File: src/rtl/ctr_pkg.sv
// Shared definitions for the bounded up/down counter: direction/mode encodings
// and the load-value clamp helper.
package ctr_pkg;

    localparam logic CTR_MODE_WRAP = 1'b0;
    localparam logic CTR_MODE_SAT  = 1'b1;
    localparam logic CTR_DIR_UP    = 1'b0;
    localparam logic CTR_DIR_DN    = 1'b1;

    // Restrict v to the inclusive range [lo, hi].
    function automatic logic [31:0] ctr_clamp(input logic [31:0] v,
                                              input logic [31:0] lo,
                                              input logic [31:0] hi);
        if (v > hi)
            return hi;
        else if (v < lo)
            return lo;
        else
            return v;
    endfunction

endpackage

File: src/rtl/ctr_next_val.sv
// Combinational next-count for one enabled step: wrap or saturate at the bounds,
// plus the overflow/underflow indication for that step.
module ctr_next_val
    import ctr_pkg::*;
#(
    parameter int WIDTH   = 5,
    parameter int MIN_VAL = 0,
    parameter int MAX_VAL = 20,
    parameter int STEP_W  = 3
) (
    input  logic [WIDTH-1:0]  op,
    input  logic              ct,
    input  logic              mode,
    input  logic [STEP_W-1:0] s,
    output logic [WIDTH-1:0]  nxt,
    output logic              ovf_n,
    output logic              udf_n
);

    localparam int EW = WIDTH + 1;

    logic [EW-1:0]    op_e;
    logic [EW-1:0]    s_e;
    logic [WIDTH-1:0] s_w;
    logic [WIDTH-1:0] rng_w;

    // Bound checks use WIDTH+1 bits so carry/borrow survive; the resulting
    // value always lies in [MIN_VAL, MAX_VAL], so WIDTH-bit modular arithmetic
    // is exact for it.
    always_comb begin
        op_e  = {1'b0, op};
        s_e   = EW'(s);
        s_w   = WIDTH'(s);
        rng_w = WIDTH'(MAX_VAL - MIN_VAL + 1);
        nxt   = op;
        ovf_n = 1'b0;
        udf_n = 1'b0;
        if (ct == CTR_DIR_UP) begin
            ovf_n = (op_e + s_e) > EW'(MAX_VAL);
            if (!ovf_n)
                nxt = op + s_w;
            else if (mode == CTR_MODE_SAT)
                nxt = WIDTH'(MAX_VAL);
            else
                nxt = op + s_w - rng_w;
        end else begin
            udf_n = op_e < (EW'(MIN_VAL) + s_e);
            if (!udf_n)
                nxt = op - s_w;
            else if (mode == CTR_MODE_SAT)
                nxt = WIDTH'(MIN_VAL);
            else
                nxt = op + rng_w - s_w;
        end
    end

endmodule

File: src/rtl/sync_updown_ctr_p.sv
// Bounded synchronous up/down counter with load, wrap/saturate and registered
// overflow/underflow flags. Define CTR_STEP_EN to add a variable step port.
module sync_updown_ctr_p
    import ctr_pkg::*;
#(
    parameter int WIDTH   = 5,
    parameter int MIN_VAL = 0,
    parameter int MAX_VAL = 20,
    parameter int RST_VAL = 0,
    parameter int STEP_W  = 3
) (
    input  logic              clk,
    input  logic              rst,
    input  logic              ct,
    input  logic              cn,
    input  logic              mode,
    input  logic              ld,
    input  logic [WIDTH-1:0]  ld_val,
`ifdef CTR_STEP_EN
    input  logic [STEP_W-1:0] step,
`endif
    output logic [WIDTH-1:0]  op,
    output logic              ovf,
    output logic              udf,
    output logic              at_max,
    output logic              at_min
);

    if (MIN_VAL < 0 || MIN_VAL >= MAX_VAL) begin : g_bad_bounds
        $error("sync_updown_ctr_p: need 0 <= MIN_VAL < MAX_VAL");
    end
    if (MAX_VAL >= (1 << WIDTH)) begin : g_bad_width
        $error("sync_updown_ctr_p: MAX_VAL does not fit in WIDTH");
    end
    if (RST_VAL < MIN_VAL || RST_VAL > MAX_VAL) begin : g_bad_rst
        $error("sync_updown_ctr_p: RST_VAL outside [MIN_VAL, MAX_VAL]");
    end

    logic [WIDTH-1:0]  op_q, op_d;
    logic              ovf_q, ovf_d;
    logic              udf_q, udf_d;
    logic [STEP_W-1:0] s;
    logic [WIDTH-1:0]  nxt;
    logic              ovf_n, udf_n;

`ifdef CTR_STEP_EN
    assign s = step;
`else
    assign s = STEP_W'(1);
`endif

    ctr_next_val #(
        .WIDTH  (WIDTH),
        .MIN_VAL(MIN_VAL),
        .MAX_VAL(MAX_VAL),
        .STEP_W (STEP_W)
    ) u_next (
        .op   (op_q),
        .ct   (ct),
        .mode (mode),
        .s    (s),
        .nxt  (nxt),
        .ovf_n(ovf_n),
        .udf_n(udf_n)
    );

    // Load beats count; flags are cleared on every cycle that does not count past a bound.
    always_comb begin
        op_d  = op_q;
        ovf_d = 1'b0;
        udf_d = 1'b0;
        if (ld) begin
            op_d = WIDTH'(ctr_clamp(32'(ld_val), 32'(MIN_VAL), 32'(MAX_VAL)));
        end else if (cn) begin
            op_d  = nxt;
            ovf_d = ovf_n;
            udf_d = udf_n;
        end
    end

    always_ff @(posedge clk) begin
        if (rst) begin
            op_q  <= WIDTH'(RST_VAL);
            ovf_q <= 1'b0;
            udf_q <= 1'b0;
        end else begin
            op_q  <= op_d;
            ovf_q <= ovf_d;
            udf_q <= udf_d;
        end
    end

    assign op     = op_q;
    assign ovf    = ovf_q;
    assign udf    = udf_q;
    assign at_max = (op_q == WIDTH'(MAX_VAL));
    assign at_min = (op_q == WIDTH'(MIN_VAL));

endmodule

File: config.mk
export PLATFORM = sky130hd
export DESIGN_NAME = sync_updown_ctr_p
export DESIGN_NICKNAME = d
export VERILOG_FILES = /design/src/rtl/ctr_pkg.sv /design/src/rtl/ctr_next_val.sv /design/src/rtl/sync_updown_ctr_p.sv
export SDC_FILE = /design/constraint.sdc
export NUM_CORES = 1
export LEC_CHECK = 0
export ABC_AREA = 1
export ABC_CLOCK_PERIOD_IN_PS = 3200
export BUFFER_PORTS_ARGS = -buffer_cell sky130_fd_sc_hd__buf_2
export CAP_MARGIN = 40
export CORE_MARGIN = 4
export CORE_UTILIZATION = 58
export CTS_BUF_LIST = sky130_fd_sc_hd__clkbuf_2
export CTS_CLUSTER_SIZE = 28
export DETAILED_ROUTE_END_ITERATION = 16
export GPL_TIMING_DRIVEN = 0
export PLACE_DENSITY = 0.95
export SYNTH_ARGS = -nofsm -noshare
export SYNTH_HDL_FRONTEND = slang
export SYNTH_SLANG_ARGS = --single-unit
File: constraint.sdc
create_clock -name clk -period 3.2 [get_ports clk]
set_input_delay 0.32 -clock clk [delete_from_list [all_inputs] [get_ports clk]]
set_output_delay 0.32 -clock clk [all_outputs]
set_load 0.005 [all_outputs]
Word-level counts from Yosys, hierarchy flattened
Cells that the tools add are included.
- register bits after elaboration: 7
- output and inout bits: 9
- word-level logic and storage cells: 27
- add/sub/neg operators: 6
- $lt $le $gt $ge: 3
- equal/unequal tests: 1
- multiplexer cells: 8
- bitwise operators: 2
- reduce and logical (&&, ||, !) cells: 4
- operators by type and width (cell ; count):
    5-bit 2-to-1 mux ; 8
    5-bit by 1-bit subtractor with 5-bit output, second input constant ; 2
    4-bit OR reduction ; 2
    5-bit by 1-bit adder with 6-bit output, second input constant ; 1
    6-bit by 5-bit > comparator with 1-bit output, second input constant ; 1
    5-bit by 1-bit adder with 5-bit output, second input constant ; 1
    5-bit adder, second input constant ; 1
    5-bit equality test, second input constant ; 1
    5-bit > comparator, second input constant ; 1
    5-bit zero test ; 1
    5-bit by 1-bit < comparator with 1-bit output, second input constant ; 1
    5-bit subtractor, second input constant ; 1
    1-bit NOT ; 2
    2-bit nonzero test ; 1

Logic depth before layout (Yosys ltp)
Gate-level depths: netlist (run 1).
- depth after elaboration: 7
- mapped depth: 16

By module
A second synthesis (run 1) with hierarchy kept.
- cell total of the unflattened synthesis: 189
- area total of the unflattened synthesis: 1141.1 sq um
- modules (own cells, without submodules) (module ; instances ; cells an instance ; area an instance (sq um)):
    ctr_next_val ; 1 ; 137 ; 802.0
    sync_updown_ctr_p ; 1 ; 52 ; 339.1

Worst setup path before layout (run 1)
OpenSTA, ideal clock, no wires.
- path type: reg2reg
- start point: reg op_q[0], in the netlist op[0]
- end point: reg op_q[3], in the netlist op[3]
- setup time: 70 ps
- arrival time: 1593 ps
- setup slack: 1538 ps
- stages on the path, launching flop included: 17
- path buffers: 1
- path through: dfxtp_1 buf_4 inv_1 ha_1 inv_1 nand2_1 inv_1 nor2_1 nand2_1 nand2_1 nor2_1 nand2_1 nand2_1 nand2_1 nand2_1 nand2_1 a21oi_1
- cells in the longest elaborated chain, start to end: 7
- elaborated cells on any way between the ends: 15
- classes of those cells: add/sub: 6; order compare: 2; mux: 7
- RTL lines (element ; line ; RTL):
    start: declaration ; sync_updown_ctr_p.sv:39 ; logic [WIDTH-1:0] op_q, op_d;
    start signal: assignment ; sync_updown_ctr_p.sv:83 ; op_q <= WIDTH'(RST_VAL);
    start signal: assignment ; sync_updown_ctr_p.sv:87 ; op_q <= op_d;
    5-bit by 1-bit adder with 5-bit output / 5-bit adder (equally long branches) ; ctr_next_val.sv:41, ctr_next_val.sv:45, ctr_next_val.sv:53 ;
    5-bit subtractor / 5-bit by 1-bit subtractor with 5-bit output (equally long branches) ; ctr_next_val.sv:45, ctr_next_val.sv:53 ;
    5-bit 2-to-1 mux (on tied branches) ; ctr_next_val.sv:42, ctr_next_val.sv:50 ;
    5-bit 2-to-1 mux (on tied branches) ; ctr_next_val.sv:40, ctr_next_val.sv:48 ;
    5-bit 2-to-1 mux * ; ctr_next_val.sv:38 ; if (ct == CTR_DIR_UP) begin
    5-bit 2-to-1 mux * ; sync_updown_ctr_p.sv:74 ; end else if (cn) begin
    5-bit 2-to-1 mux * ; sync_updown_ctr_p.sv:72 ; if (ld) begin
Mark *: on every way between the ends. The rest lies on a longest branch, timed or not. The select of a mux whose other input is x is not followed.
A chain may end at the register's enable or synchronous reset.

Final worst setup path (run 1)
Same ends and word-level chain as after synthesis.

==> impl_metrics.ini, run 1 <==
[layout]
fillers = 115
drive_gt1_share_pct = 24.52
final_cells = 170
syn_to_final_growth_pct = 15.37
most-common-layout-cells = nand2_1 (45), buf_2 (19), inv_1 (13), nand3_1 (11), nor2_1 (10)
antenna_cells = 0
fin_nets = 173
final_common_cell = nand2_1

[setup_path]
r2r_start = op[0]$_SDFFE_PP0P_
critPathMaxFanout = 9
cp.required_ns = 3.38
arrival_ns = 2.05
startpoint_type = flop
r2r_setup_slack_ns = 1.33
crit_path_end_kind = flop
reg2reg_depth = 16
r2r_end = op[3]$_SDFFE_PP0P_
critPathKind = reg2reg

[pwr]
irDropWorstVdd_uv = 310.5
p_leak_nw = 0.5210
power_mw = 0.3044
p_per_area_nw_per_um2 = 327.4

[synthesis]
synth.net_count = 151
synth_edf_count = 0
syn_area_per_cell_um2 = 6.013
async_flop_share_pct = 0
synth_cells = 134
synth_ff_type = dfxtp_1
synth_cell_types = 30
yosys_warnings = 0
syn_area_um2 = 805.8
ys_seq_area_share_pct = 17.39
synth-seq-cells = 7

[grt]
track_usage_pct = 21.54
grt_start_max_net_pins = 11
grt_first_pass_wirelength_um = 3256
first_global_vias = 819
grt_antenna_before_repair = 0
grt_remaining_overflow = 0

[clocking]
cts_tree = done
cts.sinks = 7
clk-insertion-delay-late_ns = 0.24
numCtsBuffers = 3
root_buffer = clkbuf_2
path_clk_slew_ns = 0.08
cts_hold_buf = 0
cts_resized = 0
postCtsSetupBuffers = 0
htreeDepth = 1
clock_path_buffers = 2

[worst_hold_path]
hold_end = op[1]$_SDFFE_PP0P_
hold_path.class = in2reg
min_from = rst
worstHoldPathCells = 2

[timing]
setup-violations-final = 0
hold_viol_final = 0
grt_setup_unrepaired = false
slew_headroom_pct = 75.32
min_period_over_period_pct = 58.58
fin_skew_ns = 0.005304
min_period_ns = 1.875
tns_ns = 0
worst_pin_slew_ns = 0.3664
max_clock_freq_mhz = 533.5
drv_slew = 0

[job]
drv_cap = 0

[detailed_routing]
drc = 0
drt_iter0_markers = 59
ant_nets = 0
wl_um = 2064
drt-vias-per-instance = 5.641
dr.pass1.iters = 4
via_count = 959
routed_wire_length_per_instance_um = 12.14

[floorplanning]
initial_core_util_pct = 61.92
dieWidth_um = 45.27
core_um2 = 1301
rows = 13
pin_count = 20
die_h_um = 45.27
die-area_um2 = 2049

[outcome]
status = completed

[placement]
dpl.hpwl_um = 1657
routabilityCongestion = 0.9240
dpl.cell_count = 166
port-buffer-count = 17
[state kept, by name, summed over array words and instances (netlist names)]
| signal | flops |
|---|---|
| op | 5 |
| ovf | 1 |
| udf | 1 |
[metrics by stage]
stage          hold WS, ns  utilization, %  setup WS, ns  instance area, um^2
2_1_floorplan       0.3824               -         1.538                805.8
3_3_place_gp        0.5529           69.90         1.371                909.6
3_5_place_dp        0.5640           69.90         1.346                909.6
4_1_cts             0.3126           71.44         1.330                929.6
5_1_grt             0.3196           71.44         1.139                929.6
6_report            0.3077           71.44         1.325                929.6
[power by group]
part | switching (mW) | internal (mW) | leakage [nW]
Sequential | 0.00887 | 0.0927 | 0.0575
Clock | 0.0349 | 0.0332 | 0.0166
Combinational | 0.0819 | 0.0528 | 0.447
Total | 0.126 | 0.179 | 0.521
[layer usage]
| layer | global-route usage, % | routed length [um] | vias up |
|---|---|---|---|
| li1 | - | - | 477 |
| met1 | 26.01 | 866 | 421 |
| met2 | 37.29 | 995 | 49 |
| met3 | 3.586 | 131 | 12 |
| met4 | 8.772 | 71 | 0 |
| met5 | 0 | 0 | - |
[worst max-delay path, cell delays in order (launching register included)]
cell and delay, ns:
dfxtp_1 0.35, buf_4 0.18, inv_1 0.09, ha_1 0.33, inv_1 0.11, nand2_1 0.09
inv_1 0.06, nor2_1 0.04, nand2_1 0.05, nand2_1 0.05, nor2_1 0.08, nand2_1 0.05
nand2_1 0.07, nand2_1 0.05, nand2_1 0.06, nand2_1 0.05, a21oi_1 0.11
[kinds of logic (layout without fill, tap and decap cells)]
family	after synthesis	count (layout)	share of synthesized area [%]
xor gates and xnor gates	2	2	2.174
and+or+nand+nor	78	78	44.41
adders and majority gates	6	6	9.317
buffers and inverters	20	41	11.18
DFF	7	7	17.39
AOI/OAI and AO/OA	21	21	15.53
[cells in the mapped netlist, types with 2 or more instances]
library cell  count  share of area (%)
or2_2             2                1.6
nor3_1            2                1.2
nand2_4           2                2.8
inv_2             2               0.93
nor2_1           10                4.7
nand2_1          45                 21
ha_1              6                9.3
a21oi_2           2                2.2
buf_2             2                1.2
buf_4             2                1.9
dfxtp_1           7                 17
a31oi_1           2                1.6
inv_1            13                6.1
o21ai_0           4                2.5
nand3_1          11                6.8
a21oi_1           8                5.0
[worst max-delay path by stage]
stage / start / endpoint / slack, ns / cells past startpoint
after floorplan: op[0]$_SDFFE_PP0P_ / op[3]$_SDFFE_PP0P_ / 1.54 / 16
after global placement: op[0]$_SDFFE_PP0P_ / op[3]$_SDFFE_PP0P_ / 1.37 / 16
after detailed placement: op[0]$_SDFFE_PP0P_ / op[3]$_SDFFE_PP0P_ / 1.35 / 16
after CTS: op[0]$_SDFFE_PP0P_ / op[3]$_SDFFE_PP0P_ / 1.33 / 16
after global routing: op[0]$_SDFFE_PP0P_ / op[3]$_SDFFE_PP0P_ / 1.14 / 16
final: op[0]$_SDFFE_PP0P_ / op[3]$_SDFFE_PP0P_ / 1.33 / 16
[cell type report]
cell class / count / area [um^2] / area share, %
plain buffers: 4 / 25.02 / 2.692
clock buffers: 4 / 20.02 / 2.153
inverters: 16 / 65.06 / 6.999
multi-input cells: 107 / 575.6 / 61.91
flip-flops and latches: 7 / 140.1 / 15.07
well taps: 15 / 18.77 / 2.019
repair buffers: 17 / 85.08 / 9.152
Power figures use the tool's default switching activity.
==> inputs of run 2 (changes only) <==
--- a/config.mk
+++ b/config.mk
@@ -5,17 +5,18 @@
 export SDC_FILE = /design/constraint.sdc
 export NUM_CORES = 1
 export LEC_CHECK = 0
-export ABC_AREA = 1
-export ABC_CLOCK_PERIOD_IN_PS = 3200
+export ABC_AREA = 0
+export ABC_CLOCK_PERIOD_IN_PS = 1700
 export BUFFER_PORTS_ARGS = -buffer_cell sky130_fd_sc_hd__buf_2
 export CAP_MARGIN = 40
+export CORE_ASPECT_RATIO = 0.8
 export CORE_MARGIN = 4
-export CORE_UTILIZATION = 58
+export CORE_UTILIZATION = 50
 export CTS_BUF_LIST = sky130_fd_sc_hd__clkbuf_2
 export CTS_CLUSTER_SIZE = 28
 export DETAILED_ROUTE_END_ITERATION = 16
 export GPL_TIMING_DRIVEN = 0
-export PLACE_DENSITY = 0.95
+export PLACE_DENSITY = 0.87
 export SYNTH_ARGS = -nofsm -noshare
 export SYNTH_HDL_FRONTEND = slang
 export SYNTH_SLANG_ARGS = --single-unit
==> constraint.sdc (replaced) <==
create_clock -name clk -period 1.7 [get_ports clk]
set_input_delay 0.17 -clock clk [delete_from_list [all_inputs] [get_ports clk]]
set_output_delay 0.17 -clock clk [all_outputs]
set_load 0.005 [all_outputs]
==> run 2 against run 1 <==
Against the previous run: the flow now finishes with violations (setup timing); sequential share of layout area fell by 3.0 points; first-iteration DRC count rose by 130%; register-to-register slack got worse by 1.5 ns; worst setup slack got worse by 1.5 ns; synthesized cell count fell by 3.0%; via count rose by 21%; clock skew rose by 0.0027 ns; die area rose by 27%; fmax rose by 2.0%; highest routed layer unchanged.
==> impl_metrics.ini, run 2 <==
[clocking]
root_buffer = clkbuf_2
cts_tree = done
cts.sinks = 7
cts_hold_buf = 0
clock_path_buffers = 2
numCtsBuffers = 3
clk-insertion-delay-late_ns = 0.25
path_clk_slew_ns = 0.08
htreeDepth = 1

[synthesis]
synth_cells = 130
yosys_warnings = 0
synthSimpleGateAreaFrac_pct = 30.23
synth_cell_types = 43
syn_area_um2 = 927.1
synth.net_count = 147
yosys.area.top_type = dfxtp_1
synth.area.mux_share_pct = 1.080
ys_seq_area_share_pct = 15.11
synth-xor-area-share_pct = 4.723
synth_area_leaders = dfxtp_1 (15%), ha_1 (8.1%), a21oi_1 (7.6%)
synth_top_area_share_pct = 15.11
synth_edf_count = 0
synth_top_family_by_area = simple AND/OR/NAND/NOR gates
async_flop_share_pct = 0
synth_most_common_cell = a21oi_1
synth-seq-cells = 7
synth_ff_type = dfxtp_1
synthAdderAreaFrac_pct = 8.097
synth_commonest_cells = a21oi_1 (14), nor2_1 (13), inv_1 (9)
syn_area_per_cell_um2 = 7.132
synth_compound_area_share_pct = 29.28

[placement]
dpl.cell_count = 171
port-buffer-count = 19
routabilityCongestion = 0.9059
pre_cts_slack_ns = -0.2240
dpl.hpwl_um = 1988

[pwr]
p_per_area_nw_per_um2 = 649.8
combPwrFrac_pct = 58.4
power_switching_share_pct = 42.06
p_leak_nw = 0.5634
irDropWorstVdd_uv = 379.0
intPower_mw = 0.4687
seqPwrFrac_pct = 25.0
power_frac_clock_pct = 16.6
p_sw_mw = 0.3402

[detailed_routing]
drt-vias-per-instance = 6.339
drt_iter0_markers = 137
dr.pass1.iters = 5
ant_nets = 0
routed_wire_length_per_instance_um = 16.96
wl_um = 3104
via_count = 1160
drc = 0

[grt]
use_met2_pct = 41.26
grt_first_pass_wirelength_um = 4692
use_met3_pct = 3.922
top_usage_layer = met2
grt_start_max_net_pins = 11
grt_remaining_overflow = 0
grt_antenna_before_repair = 0
grt_use_met1_pct = 30.28
first_global_vias = 1002
track_usage_pct = 23.90

[timing]
slew_headroom_pct = 70.87
grt_setup_unrepaired = true
min_period_ns = 1.838
hold_viol_final = 0
tns_ns = -0.3122
worst_pin_slew_ns = 0.4329
drv_slew = 0
min_period_over_period_pct = 108.1
max_clock_freq_mhz = 544.1
fin_ws_ns = -0.1379
setup-violations-final = 4
fin_skew_ns = 0.007960

[layout]
largest_reg_flops = 5
syn_to_final_growth_pct = 34.28
utilization_pct = 73.59
final_common_cell = buf_2
most-common-layout-cells = buf_2 (19), a21oi_1 (14), nor2_1 (13), buf_4 (9), nand2_1 (7)
final_cells = 183
fin_nets = 179
drive_gt1_share_pct = 39.75
antenna_cells = 0

[setup_path]
slowest_stage = or4_4
critPathKind = reg2reg
startpoint_type = flop
cp_cell_sequence = buf_6 > or4_4 > o21ai_2 > a31oi_1 > a221oi_2 > o32ai_2
critPathLaunch = op[1]$_SDFFE_PP0P_
crit_path_end_kind = flop
arrival_ns = 1.95
r2r_start = op[1]$_SDFFE_PP0P_
critPathMaxStageDelay_ns = 0.58
cp.required_ns = 1.81
critPathMaxFanout = 4

[job]
drv_cap = 0

[outcome]
violations = setup timing
status = complete, but fails checks

[floorplanning]
pin_count = 20
die_h_um = 46.52
initial_core_util_pct = 54.81
core_um2 = 1692
dieWidth_um = 56.15
die-area_um2 = 2612
rows = 13

[worst_hold_path]
hold_path.class = in2reg
min_from = rst
run 2: repair_timing:
action | 4_1_cts | 5_1_grt
pin swaps | 8 | 2
gates resized for setup | 16 | 7
setup buffers | 7 | 2
setup endpoints to repair | 5 | 7
run 2: final timing paths:
kind / endpoint / slack (ns) / cells after the start
worst max-delay path: op[1]$_SDFFE_PP0P_ / -0.14 / 6
worst min-delay path: op[4]$_SDFFE_PP0P_ / 0.20 / 2
worst max register to register: op[1]$_SDFFE_PP0P_ / -0.14 / 6
worst min register to register: udf$_SDFF_PP0_ / 0.78 / 4
run 2: kinds of logic (layout without fill, tap and decap cells):
logic type	Yosys count	after routing
AO/OA/AOI/OAI	42	42
XOR/XNOR	5	5
adder cells (fa/ha/maj)	6	6
buffers and inverters	17	48
flip-flops	7	7
multiplexers	1	1
AND/OR/NAND/NOR	52	52
run 2: through the flow:
step                power, mW  hold slack, ns  cell area [um^2]
floorplan              0.4595          0.2663             947.2
global placement       0.5498          0.4477              1070
detailed placement     0.5575          0.4569              1070
CTS                    0.7622          0.2003              1200
global route           0.8521          0.2040              1245
finish                 0.8090          0.2047              1245
run 2: metal layers:
| layer | wire length, um | up-vias |
|---|---|---|
| met2 | 1450 | 83 |
| met3 | 370 | 16 |
| met4 | 68 | 0 |
| li1 | - | 535 |
| met5 | 0 | - |
| met1 | 1214 | 526 |
run 2: cell type report:
cell class,instances,area [um^2]
well taps,22,27.53
multi-input cells,106,759.5
repair buffers,28,175.2
flip-flops and latches,7,150.1
inverters,9,37.54
plain buffers,7,75.07
fillers,136,446.7
clock buffers,4,20.02
run 2: power by group through the flow:
stage	Sequential, mW	Clock (mW)	Combinational, mW
6_report	0.202	0.134	0.473
5_1_grt	0.206	0.143	0.504
4_1_cts	0.201	0.132	0.430
3_5_place_dp	0.201	0	0.356
3_3_place_gp	0.201	0	0.349
2_1_floorplan	0.200	0	0.260
run 2: worst max-delay path, delay by kind of cell, from the launching register on:
kind / cells / cell delay, ns
simple gates: 1 / 0.58
compound gates: 4 / 0.66
buf+inv: 1 / 0.13
flops: 1 / 0.35
==> inputs of run 3 (changes only) <==
--- a/config.mk
+++ b/config.mk
@@ -16,7 +16,7 @@
 export CTS_CLUSTER_SIZE = 28
 export DETAILED_ROUTE_END_ITERATION = 16
 export GPL_TIMING_DRIVEN = 0
-export PLACE_DENSITY = 0.87
+export PLACE_DENSITY_LB_ADDON = 0.08
 export SYNTH_ARGS = -nofsm -noshare
 export SYNTH_HDL_FRONTEND = slang
 export SYNTH_SLANG_ARGS = --single-unit
==> run 3 against run 2 <==
Against the previous run: clock skew fell by 0.0016 ns; flip-flop and latch count did not move; register-to-register slack barely moved; sequential power barely moved; the flow still finishes with violations (setup timing); sequential share of layout area rose by 0.43 points; clock power fell by 7%.
==> impl_metrics.ini, run 3 (synthesized netlist as in run 2, its figures left out) <==
[layout]
drive_gt1_share_pct = 36.71
largest_reg_flops = 5
antenna_cells = 0
most-common-layout-cells = buf_2 (19), nor2_1 (13), a21oi_1 (13)
final_common_cell = buf_2
final_cells = 180
fin_area_um2 = 1202
syn_to_final_growth_pct = 29.69
fin_nets = 176

[clocking]
clock_path_buffers = 2
cts_tree = done
cts.sinks = 7
numCtsBuffers = 3
htreeDepth = 1
clk-insertion-delay-late_ns = 0.24
root_buffer = clkbuf_2
path_clk_slew_ns = 0.07

[floorplanning]
core_um2 = 1692
die_h_um = 46.52
initial_core_util_pct = 54.81
dieWidth_um = 56.15
rows = 13
die-area_um2 = 2612
pin_count = 20

[setup_path]
r2r_start = op[1]$_SDFFE_PP0P_
reg2reg_depth = 6
r2r_end = op[1]$_SDFFE_PP0P_
r2r_setup_slack_ns = -0.12
critPathMaxFanout = 5
cp.required_ns = 1.80
startpoint_type = flop
crit_path_end_kind = flop
critPathKind = reg2reg
arrival_ns = 1.93

[placement]
routabilityCongestion = 0.9583
port-buffer-count = 19
dpl.cell_count = 171
dpl_cell_area_um2 = 1070
dpl.hpwl_um = 2015

[pwr]
intPower_mw = 0.4512
power_switching_share_pct = 41.12
p_per_area_nw_per_um2 = 637.3
seqPwrFrac_pct = 26.5
power_mw = 0.7663
p_leak_nw = 0.5419
combPwrFrac_pct = 57.2
irDropWorstVdd_uv = 346.4
power_frac_clock_pct = 16.3
p_sw_mw = 0.3151

[detailed_routing]
drt-vias-per-instance = 6.128
drc = 0
drt_iter0_markers = 58
wl_um = 2824
routed_wire_length_per_instance_um = 15.69
dr.pass1.iters = 4
via_count = 1103
ant_nets = 0

[worst_hold_path]
hold_path.class = in2reg
min_from = rst
hold_end = op[4]$_SDFFE_PP0P_
worstHoldPathCells = 2

[timing]
setup-violations-final = 4
fin_ws_ns = -0.1245
slew_headroom_pct = 71.90
worst_pin_slew_ns = 0.4177
fin_skew_ns = 0.006329
hold_viol_final = 0
max_clock_freq_mhz = 548.1
min_period_over_period_pct = 107.3
grt_setup_unrepaired = true
min_period_ns = 1.824
drv_slew = 0

[outcome]
violations = setup timing
status = complete, but fails checks

[grt]
track_usage_pct = 22.57
first_global_vias = 977
grt_antenna_before_repair = 0
grt_first_pass_wirelength_um = 4554
grt_remaining_overflow = 0
grt_start_max_net_pins = 11

[job]
drv_cap = 0
[run 3: worst max-delay path by stage]
stage | startpoint | endpoint | slack (ns) | cells after the start
6_report | op[1]$_SDFFE_PP0P_ | op[1]$_SDFFE_PP0P_ | -0.12 | 6
5_1_grt | op[1]$_SDFFE_PP0P_ | op[1]$_SDFFE_PP0P_ | -0.20 | 6
4_1_cts | op[1]$_SDFFE_PP0P_ | op[1]$_SDFFE_PP0P_ | -0.11 | 6
3_5_place_dp | op[0]$_SDFFE_PP0P_ | op[3]$_SDFFE_PP0P_ | -0.25 | 8
3_3_place_gp | op[0]$_SDFFE_PP0P_ | op[3]$_SDFFE_PP0P_ | -0.24 | 8
2_1_floorplan | op[0]$_SDFFE_PP0P_ | op[3]$_SDFFE_PP0P_ | -0.001 | 8
[run 3: repair_timing]
action                                  CTS  global route
hold endpoints to repair                  0             0
resized for setup                        13             5
endpoints found under the setup margin    6             5
setup buffers                             4             2
hold buffers                              0             0
pin swaps                                 2             2
[run 3: stage by stage]
step	TNS (ns)	setup slack, ns	hold slack (ns)	util, %
floorplan	-0.001070	-0.001070	0.2663	-
global placement	-0.7709	-0.2405	0.4699	63.24
detailed placement	-0.7866	-0.2471	0.4806	63.24
CTS	-0.2276	-0.1105	0.2059	69.01
global route	-0.6618	-0.2042	0.2143	71.08
finish	-0.3442	-0.1245	0.2262	71.08
[run 3: worst max-delay path, stage by stage, from the launching register on]
cell	delay, ns
dfxtp_2	0.34
buf_6	0.13
or4_4	0.59
o21ai_4	0.17
a31oi_1	0.11
a221oi_2	0.22
o32ai_2	0.13
[run 3: final cells by class]
type	instances	area [um^2]
multi-input cells	106	755.7
repair buffers	25	140.1
fillers	146	489.2
clock buffers	4	20.02
inverters	9	37.54
flip-flops and latches	7	150.1
plain buffers	7	71.32
well taps	22	27.53
[run 3: power groups by stage]
stage	clock (mW)	sequential [mW]	combinational [mW]
2_1_floorplan	0	0.200	0.260
3_3_place_gp	0	0.203	0.351
5_1_grt	0.145	0.205	0.477
4_1_cts	0.129	0.201	0.406
3_5_place_dp	0	0.203	0.357
6_report	0.125	0.203	0.438
[run 3: per-layer routing]
layer,global-route usage [%],wire length (um),vias to the layer above
li1,-,-,528
met4,11.85,50,0
met1,29.62,1134,495
met3,2.241,322,8
met5,0,0,-
met2,37.30,1316,72
